File: src/rtl/hsv_ctrl_pkg.sv
// hsv_ctrl_pkg
// Shared definitions for the RGB-to-HSV arbiter slice:
//   - PIPE_LAT_DEFAULT : default latency of the external RGB->HSV pipe
//   - state_e          : arbiter controller states
//   - tag_t            : side-band tag that travels alongside each pixel
package hsv_ctrl_pkg;

  localparam int PIPE_LAT_DEFAULT = 9;

  typedef enum logic [1:0] {
    ST_IDLE  = 2'd0,
    ST_RUN   = 2'd1,
    ST_DRAIN = 2'd2,
    ST_DONE  = 2'd3
  } state_e;

  // One tag per issued pipe slot; valid=0 marks an empty slot.
  typedef struct packed {
    logic valid;
    logic src;
    logic sof;
    logic eol;
  } tag_t;

endpackage

File: src/rtl/hsv_tag_delay.sv
// hsv_tag_delay
// Fixed-depth shift line that carries one tag per clock alongside the
// external pipe, so the result side knows which source (and which frame
// flags) each pipe output belongs to.
// Ports:
//   clk      : clock
//   rst      : synchronous active-high reset, empties every stage
//   push_tag : tag entering the line this cycle
//   exit_tag : tag that entered DEPTH cycles ago
module hsv_tag_delay
  import hsv_ctrl_pkg::*;
#(
  parameter int  DEPTH    = PIPE_LAT_DEFAULT + 1,
  parameter type tag_type = tag_t
) (
  input  logic    clk,
  input  logic    rst,
  input  tag_type push_tag,
  output tag_type exit_tag
);

  for (genvar gi = 0; gi < DEPTH; gi++) begin : g_stage
    tag_type q_reg;

    if (gi == 0) begin : g_head
      always_ff @(posedge clk) begin
        if (rst) q_reg <= '0;
        else     q_reg <= push_tag;
      end
    end else begin : g_tail
      always_ff @(posedge clk) begin
        if (rst) q_reg <= '0;
        else     q_reg <= g_stage[gi-1].q_reg;
      end
    end
  end

  assign exit_tag = g_stage[DEPTH-1].q_reg;

endmodule

File: src/rtl/rgb_hsv_arbiter.sv
// rgb_hsv_arbiter
// Arbitrates two pixel sources onto one external fixed-latency RGB->HSV
// pipe and routes each pipe result back to the sink of its source.
// Ports:
//   clk, rst            : clock, synchronous active-high reset
//   enable              : allows IDLE->RUN; dropping it in RUN starts a drain
//   flush_req           : pulse, stop accepting and drain (RUN only)
//   s_valid/s_ready     : per-source handshake (2 sources)
//   s_rgb               : {src1 {r,g,b}, src0 {r,g,b}}
//   s_sof/s_eol         : per-source frame flags
//   p_r/p_g/p_b         : pixel issued to the pipe
//   p_h/p_s/p_v         : pipe results
//   m_valid             : per-sink result valid, at most one-hot
//   m_h/m_s/m_v         : shared result bus, held between beats
//   m_sof/m_eol         : frame flags of the current result beat
//   busy                : high in RUN and DRAIN
//   flush_done          : single-cycle pulse when the drain completes
module rgb_hsv_arbiter
  import hsv_ctrl_pkg::*;
#(
  parameter int PIPE_LAT = PIPE_LAT_DEFAULT,
  parameter int CNT_W    = 5
) (
  input  logic        clk,
  input  logic        rst,
  input  logic        enable,
  input  logic        flush_req,
  input  logic [1:0]  s_valid,
  output logic [1:0]  s_ready,
  input  logic [47:0] s_rgb,
  input  logic [1:0]  s_sof,
  input  logic [1:0]  s_eol,
  output logic [7:0]  p_r,
  output logic [7:0]  p_g,
  output logic [7:0]  p_b,
  input  logic [8:0]  p_h,
  input  logic [10:0] p_s,
  input  logic [7:0]  p_v,
  output logic [1:0]  m_valid,
  output logic [8:0]  m_h,
  output logic [10:0] m_s,
  output logic [7:0]  m_v,
  output logic        m_sof,
  output logic        m_eol,
  output logic        busy,
  output logic        flush_done
);

  state_e           state_reg, state_next;
  logic             rr_ptr_reg;
  logic [CNT_W-1:0] inflight_reg;
  logic             grant_src;
  logic             handshake;
  logic [23:0]      grant_rgb;
  tag_t             push_tag, exit_tag;

  // Grant: the only valid source, or the pointed-to one when both are valid.
  always_comb begin
    grant_src = (s_valid == 2'b11) ? rr_ptr_reg : s_valid[1];
    s_ready   = 2'b00;
    if (state_reg == ST_RUN && s_valid != 2'b00) s_ready[grant_src] = 1'b1;
  end

  assign handshake = |(s_valid & s_ready);
  assign grant_rgb = grant_src ? s_rgb[47:24] : s_rgb[23:0];

  always_comb begin
    push_tag       = '0;
    push_tag.valid = handshake;
    push_tag.src   = grant_src;
    push_tag.sof   = s_sof[grant_src];
    push_tag.eol   = s_eol[grant_src];
  end

  // The tag must line up with the pipe output one cycle after the pipe
  // delivers it, because the issue register adds a cycle in front of the pipe.
  hsv_tag_delay #(
    .DEPTH    (PIPE_LAT + 1),
    .tag_type (tag_t)
  ) u_tag_delay (
    .clk      (clk),
    .rst      (rst),
    .push_tag (push_tag),
    .exit_tag (exit_tag)
  );

  always_comb begin
    state_next = state_reg;
    case (state_reg)
      ST_IDLE:  if (enable) state_next = ST_RUN;
      ST_RUN:   if (flush_req || !enable) state_next = ST_DRAIN;
      ST_DRAIN: if (inflight_reg == '0) state_next = ST_DONE;
      ST_DONE:  state_next = ST_IDLE;
      default:  state_next = ST_IDLE;
    endcase
  end

  always_ff @(posedge clk) begin
    if (rst) begin
      state_reg  <= ST_IDLE;
      rr_ptr_reg <= 1'b0;
    end else begin
      state_reg <= state_next;
      if (handshake) rr_ptr_reg <= ~rr_ptr_reg;
    end
  end

  // Simultaneous issue and exit leave the count unchanged.
  always_ff @(posedge clk) begin
    if (rst) begin
      inflight_reg <= '0;
    end else begin
      case ({handshake, exit_tag.valid})
        2'b10:   inflight_reg <= inflight_reg + 1'b1;
        2'b01:   inflight_reg <= inflight_reg - 1'b1;
        default: inflight_reg <= inflight_reg;
      endcase
    end
  end

  always_ff @(posedge clk) begin
    if (rst) begin
      p_r <= '0;
      p_g <= '0;
      p_b <= '0;
    end else if (handshake) begin
      {p_r, p_g, p_b} <= grant_rgb;
    end
  end

  // Result data is held between beats; the frame flags only mark live beats.
  always_ff @(posedge clk) begin
    if (rst) begin
      m_valid <= 2'b00;
      m_sof   <= 1'b0;
      m_eol   <= 1'b0;
      m_h     <= '0;
      m_s     <= '0;
      m_v     <= '0;
    end else begin
      m_valid <= exit_tag.valid ? (exit_tag.src ? 2'b10 : 2'b01) : 2'b00;
      m_sof   <= exit_tag.valid & exit_tag.sof;
      m_eol   <= exit_tag.valid & exit_tag.eol;
      if (exit_tag.valid) begin
        m_h <= p_h;
        m_s <= p_s;
        m_v <= p_v;
      end
    end
  end

  assign busy       = (state_reg == ST_RUN) || (state_reg == ST_DRAIN);
  assign flush_done = (state_reg == ST_DONE);

endmodule

File: config.mk
export PLATFORM = sky130hd
export DESIGN_NAME = rgb_hsv_arbiter
export DESIGN_NICKNAME = d
export VERILOG_FILES = /design/src/rtl/hsv_ctrl_pkg.sv /design/src/rtl/hsv_tag_delay.sv /design/src/rtl/rgb_hsv_arbiter.sv
export SDC_FILE = /design/constraint.sdc
export NUM_CORES = 1
export LEC_CHECK = 0
export CORE_MARGIN = 5
export CORE_UTILIZATION = 39
export DETAILED_ROUTE_END_ITERATION = 16
export PLACE_DENSITY = 0.75
export SLEW_MARGIN = 20
export SYNTH_ARGS = -nofsm -noshare
export SYNTH_HDL_FRONTEND = slang
export SYNTH_SLANG_ARGS = --single-unit
File: constraint.sdc
create_clock -name clk -period 2.5 [get_ports clk]
set_input_delay 0.375 -clock clk [delete_from_list [all_inputs] [get_ports clk]]
set_output_delay 0.375 -clock clk [all_outputs]
set_load 0.005 [all_outputs]
==> impl_results.md, run 1 <==
- Outcome: finished, final reports clean
- Die ar.: between 10000 and 15000 um2
- Share of the synthesized area in the top cell type: ~55%
- Top Ports: 146
- Final setup fails: 0
- Final ANT Viol Nets: 0
- Root buffer cell: clkbuf_8
- Hold Vio Cnt, Final: 0
- Multi-input logic area: 1630 um2
- RD Place Congestion: 0.749
- Initial antenna violation count: 0
- Max_slew headroom: 68.5%
- Sequential cell area fraction in the yosys report: a little over half
- Worst Setup Start Kind: register
- Remaining Overflow, GRT: 0
- P_sw: 1.18 mW
- Final Util: 58.6%
- Synthesized Nets: 458
- Detailed-route DRC error count: 0
- Max-cap violations: 0
- Crit path DAT: about 2.6 ns
- Fin crit period: approximately 2.4 ns
- Fillers: 858
- Period utilization: between 90% and 100%
- Slew Viols, Final: 0
- Setup TNS: 0 ns
- PortBufs: between 100 and 150
- Row count: 36
- Post-Synthesis Cell Area: ~3800 um2
- Vias in the first global route: 2974
- GRT Util Overall: 14.6%
- P_leak: about 2.2 nW
- Skew-Pair Late Insertion Delay: around 0.36 ns
- Worst path max stage delay: 0.38 ns
- Synthesis Warnings: 0
- Post-DR wirelength/cell: 13.0 um
- Mean Syn Cell Area: 10.5 um2
- Placement-stage worst setup slack: -0.188 ns
- Reg area: 2080 um2
- Core area: 9640 um2
- Gate Count Post-Synth: 363
- Most used DFF post-synth: dfxtp_1
- Flops & latches, synth: 104
- RSZ-0062 raised after global routing: false
- Crit-path cells: inv_1 -> ha_2 -> inv_2 -> nor2_4 -> inv_2 -> ha_4 -> buf_4 -> ha_1 -> a21o_2 -> a21oi_2 -> nor4_1 -> or3_1
- Int Power: 3.00 mW
- Worst-Margin Slew: around 0.47 ns
- Die X: 109 um
- Share of cells above drive strength 1: under 10%
- Commonest cells in the netlist: dfxtp_1 (104), nor2_1 (72), mux2i_1 (55), nor2b_1 (40), a211oi_1 (25)
- Switching Fraction: 28.2%
- Largest net degree at the start of global routing: between 40 and 50
- Die height: approximately 110 um
- Synth area leader: dfxtp_1
- Reg power frac: 46.9%
- Slowest cell on the critical path: or3_1
- Count of buffer and inverter cells on the critical path: 4
- Routed via count: roughly 2900
- Most Frequent Cell on Critical Path: inv_2
- Final WL: 8.41 mm
- First-pass GRT wire length: 13.5 mm
- Final #Nets: between 600 and 700
- Post-synthesis cell type count: 33
- H-tree depth: 3
- Vias per inst: 4.55
- Final Worst Setup Slack: 0.138 ns
- Area delta synth->final: 48.8%
- Crit path max fanout: 4
- Post-synth ARST share: 0%
- Starting Density: between 30% and 40%
- # hold bufs at CTS: 0
- Clock power frac: 25.1%
- Combinational cell fraction of total power: 28.0%
- CTS Buf Count: 9
- Number of DRC markers in iteration 0: 72
- Pwr Density: 739 nW/um2
- F_max: between 400 and 500 MHz
- Critical setup path kind: reg2reg
- Number of flip-flops in the largest register: 36
- Top post-synthesis cells by area: dfxtp_1 (55%), mux2i_1 (14%), nor2_1 (7.1%)
- Hold WC Path Type: reg2reg
- Worst-path clk slew: 0.09 ns
- Clock skew: 0.0151 ns
- Most common cell in the synthesized netlist: dfxtp_1
- Placed wire-length estimate: about 6.4 mm
- Top Family by Delay on Critical Path: adder cells
- WP data required: 2.74 ns
- Worst Setup End Kind: register
- Number of synthesized flops with an enable pin: 0
- TritonCTS clock tree: done
- CTS sink count: 104
- Peak supply drop: 438 uV
- Drt pass-1 iters: 5
- Inserted Diodes: 0
- Clock buffer depth: 2
==> through the flow <==
step	instance area, um2	cells	power, mW	hold slack (ns)
6_report	5650	646	4.18	0.413
5_1_grt	5650	646	4.44	0.441
4_1_cts	5620	645	4.22	0.412
3_5_place_dp	5420	629	3.16	0.398
3_3_place_gp	5420	629	3.12	0.386
2_1_floorplan	3810	363	2.55	0.383
==> cells by family after synthesis <==
family / share of synthesized area [%]
muxes: 14.8
and+or+nand+nor: 16.1
xor gates and xnor gates: 0.692
adders and majority gates: 3.16
DFF: 54.8
buffers and inverters: 3.85
AOI/OAI and AO/OA: 6.59
==> worst reg2reg max path: stages, from the launching register on <==
cell	delay, ns
dfxtp_2	0.34
inv_1	0.10
ha_2	0.20
inv_2	0.06
nor2_4	0.11
inv_2	0.06
ha_4	0.15
buf_4	0.15
ha_1	0.27
a21o_2	0.22
a21oi_2	0.15
nor4_1	0.05
or3_1	0.38
==> what timing repair did <==
action | 4_1_cts | 5_1_grt
setup endpoints to repair | 0 | 2
gates resized for setup | 0 | 6
buffers inserted | 0 | 1
==> cell usage in the layout (no fill, tap or decap), types with 5 or more instances in the layout <==
| master | instances |
|---|---|
| nor2_1 | 71 |
| clkdlybuf4s50_1 | 144 |
| ha_1 | 5 |
| clkbuf_8 | 9 |
| mux2i_1 | 55 |
| a211oi_1 | 25 |
| dfxtp_1 | 102 |
| inv_1 | 6 |
| nor2b_1 | 40 |
| buf_4 | 13 |
==> metal layers <==
metal | global-route usage (%) | up-vias | wire length [um]
met5 | 0 | - | 0
met4 | 5.95 | 0 | 81
met3 | 7.34 | 8 | 862
met2 | 24.1 | 93 | 4070
met1 | 15.8 | 1340 | 3400
li1 | - | 1497 | -
==> path summary, 6_finish.rpt <==
check	from	endpoint	slack, ns	cells past startpoint
hold reg to reg	u_tag_delay.exit_tag[2]$_SDFF_PP0_	m_valid[0]$_SDFF_PP0_	0.41	1
hold / removal	u_tag_delay.exit_tag[2]$_SDFF_PP0_	m_valid[0]$_SDFF_PP0_	0.41	1
setup reg to reg	state_reg[1]$_SDFFE_PP0P_	inflight_reg[3]$_SDFFE_PP0P_	0.14	12
setup / recovery	state_reg[1]$_SDFFE_PP0P_	inflight_reg[3]$_SDFFE_PP0P_	0.14	12
==> power groups by stage <==
stage	logic [mW]	clock network [mW]	registers (mW)
3_5_place_dp	1.17	0	2.00
5_1_grt	1.29	1.16	1.99
4_1_cts	1.17	1.09	1.96
3_3_place_gp	1.13	0	1.99
6_report	1.17	1.05	1.96
2_1_floorplan	0.560	0	1.99
==> area by class of cell <==
type / count / share of cell area (%)
clock inverter: 7 / 1.35
inverter: 8 / 0.531
multi-input combinational: 228 / 28.9
tap: 133 / 2.94
timing repair buffer: 157 / 27.2
sequential: 104 / 36.9
clock buffer: 9 / 2.19
Note: power is estimated with default switching activity, not from simulation.
==> inputs of run 2 (changes only) <==
Settings changed: CORE_MARGIN 5 to 2.
==> impl_results.md, run 2 (synthesis results as in run 1) <==
- Worst Setup Start Kind: register
- H-tree depth: 3 (unchanged)
- Core area: 9590 um2 (-0.47%)
- Worst path max stage delay: 0.38 ns (about the same)
- Post-DR wirelength/cell: 12.5 um (-3.8%)
- Area delta synth->final: 47.9%
- Hold WC Path Type: reg2reg
- Starting Density: 39.6% (+0.19 points)
- Largest net degree at the start of global routing: 49 (unchanged)
- Top Family by Delay on Critical Path: adder cells
- Worst-Margin Slew: 0.493 ns (+0.0203 ns)
- HP Start: u_tag_delay.exit_tag[2]$_SDFF_PP0_
- Slowest cell on the critical path: or3_1
- Routed via count: 2946 (+0.27%)
- Row count: 36 (unchanged)
- Crit path DAT: 2.65 ns (+0.05 ns)
- Share of cells above drive strength 1: 8.01% (-0.96 points)
- Final setup fails: 0 (unchanged)
- Total power: 4.18 mW (about the same)
- Pwr Density: 744 nW/um2 (+0.68%)
- Outcome: finished, final reports clean
- RD Place Congestion: 0.714 (-4.8%)
- Commonest non-fill, non-tap cell in the layout: clkdlybuf4s50_1
- Worst hold slack: 0.404 ns (-0.00913 ns)
- GRT Util Overall: 15.8% (+1.2 points)
- Initial antenna violation count: 0 (unchanged)
- Final Worst Setup Slack: 0.0906 ns (-0.0470 ns)
- Peak supply drop: 448 uV (+2.3%)
- Fin crit period: 2.41 ns (+0.0470 ns)
- R2R Path Start: state_reg[1]$_SDFFE_PP0P_
- Placed inst area: 5410 um2 (-0.14%)
- Clock buffer depth: 2 (unchanged)
- Top Ports: 146 (unchanged)
- Count of buffer and inverter cells on the critical path: 4 (unchanged)
- Worst Setup End Kind: register
- Hold EP: m_valid[0]$_SDFF_PP0_
- Hold Vio Cnt, Final: 0 (unchanged)
- First-pass GRT wire length: 13.0 mm (-3.8%)
- Placement-stage worst setup slack: -0.189 ns (-0.00134 ns)
- Detailed-route DRC error count: 0 (unchanged)
- Skew-Pair Late Insertion Delay: 0.36 ns (about the same)
- Max_slew headroom: 67.1% (-1.4 points)
- Clock skew: 0.0135 ns (-0.00154 ns)
- Drt pass-1 iters: 4 (-1)
- Critical setup path kind: reg2reg
- Remaining Overflow, GRT: 0 (unchanged)
- Period utilization: 96.4% (+1.9 points)
- Vias in the first global route: 2857 (-3.9%)
- Crit path max fanout: 4 (unchanged)
- Die ar.: 10500 um2 (-11%)
- WP data required: 2.74 ns (about the same)
- PortBufs: 145 (unchanged)
- Final #Nets: 602 (-0.17%)
- Final ANT Viol Nets: 0 (unchanged)
- F_max: 415 MHz (-2.0%)
- Slew Viols, Final: 0 (unchanged)
- Worst-path clk slew: 0.10 ns (about the same)
- Reg2reg setup slack: 0.09 ns (-0.05 ns)
- Final Util: 58.6% (-0.077 points)
- Final WL: 8.08 mm (-3.9%)
- P_leak: 2.16 nW (-0.50%)
- Die X: 103 um (-5.5%)
- Die height: 103 um (-5.5%)
- Number of DRC markers in iteration 0: 55 (-24%)
- Vias per inst: 4.57 (+0.43%)
- Reg2reg end: inflight_reg[3]$_SDFFE_PP0P_
- Placed wire-length estimate: 5.95 mm (-6.9%)
- Fin area: 5620 um2 (-0.60%)
- CTS Buf Count: 9 (unchanged)
- Most frequent cells in the layout: clkdlybuf4s50_1 (144), dfxtp_1 (102), nor2_1 (71)
- Number of flip-flops in the largest register: 36 (unchanged)
- Inserted Diodes: 0 (unchanged)
- TritonCTS clock tree: done
- Max-cap violations: 0 (unchanged)
- R2r worst-path depth: 12 (unchanged)
- Crit-path cells: inv_1 -> ha_1 -> inv_2 -> nor2_4 -> inv_2 -> ha_4 -> buf_4 -> ha_1 -> a21o_2 -> a21oi_1 -> nor4_1 -> or3_1
- Root buffer cell: clkbuf_8
- RSZ-0062 raised after global routing: false
- Hold path cells: 1 (unchanged)
- CTS sink count: 104 (unchanged)
-- run 2: changes by cell type in the layout (fill, tap and decap cells not counted) --
cell,change
buf_4,-1
ha_2,-1
a21oi_2,-1
ha_1,+2
nand2b_1,+1
ha_4,-1
a21oi_1,+1
nand2b_4,-1
-- run 2: worst max path at each step --
| stage | startpoint | depth (start not counted) | slack [ns] | endpoint |
|---|---|---|---|---|
| floorplan | state_reg[1]$_SDFFE_PP0P_ | 13 | 0.01 | inflight_reg[4]$_SDFFE_PP0P_ |
| global placement | s_valid[1] | 11 | -0.10 | inflight_reg[4]$_SDFFE_PP0P_ |
| detailed placement | s_valid[0] | 11 | -0.19 | inflight_reg[4]$_SDFFE_PP0P_ |
| CTS | state_reg[1]$_SDFFE_PP0P_ | 12 | 0.01 | inflight_reg[4]$_SDFFE_PP0P_ |
| global route | state_reg[1]$_SDFFE_PP0P_ | 12 | 0.01 | inflight_reg[4]$_SDFFE_PP0P_ |
| finish | state_reg[1]$_SDFFE_PP0P_ | 12 | 0.09 | inflight_reg[3]$_SDFFE_PP0P_ |
-- run 2: metal layers --
metal | part of all wire, % | global-route usage (%)
met5 | 0 | 0
met2 | 47 | 26.0
met1 | 42 | 18.4
met3 | 9.9 | 7.25
met4 | 1.2 | 4.92
-- run 2: timing repair --
| action | CTS | global route |
|---|---|---|
| buffers inserted | 0 | 1 |
| hold buffers | 0 | 0 |
| resized for setup | 0 | 2 |
| setup endpoints to repair | 0 | 2 |
-- run 2: worst register-to-register path: stages (launching register included) --
cell,delay (ns)
dfxtp_2,0.34
inv_1,0.09
ha_1,0.20
inv_2,0.07
nor2_4,0.12
inv_2,0.06
ha_4,0.15
buf_4,0.14
ha_1,0.28
a21o_2,0.22
a21oi_1,0.17
nor4_1,0.06
or3_1,0.38
-- run 2: final cells by class --
class | count | area, um2
Clock buffer | 9 | 124
Fill cell | 836 | 3980
Sequential cell | 104 | 2080
Tap cell | 133 | 166
Clock inverter | 7 | 76.3
Multi-Input combinational cell | 228 | 1610
Inverter | 8 | 30.0
Timing Repair Buffer | 156 | 1530
-- run 2: power by group --
part / internal (mW) / total [mW] / switching [mW]
combinational: 0.673 / 1.17 / 0.495
sequential: 1.85 / 1.96 / 0.110
clock: 0.474 / 1.05 / 0.580
total: 2.99 / 4.18 / 1.19
-- run 2: through the flow --
stage                     TNS, ns  std cells
after global routing            0        645
after CTS                       0        644
final                           0        645
after global placement     -0.131        628
after floorplan                 0        363
after detailed placement   -0.286        628
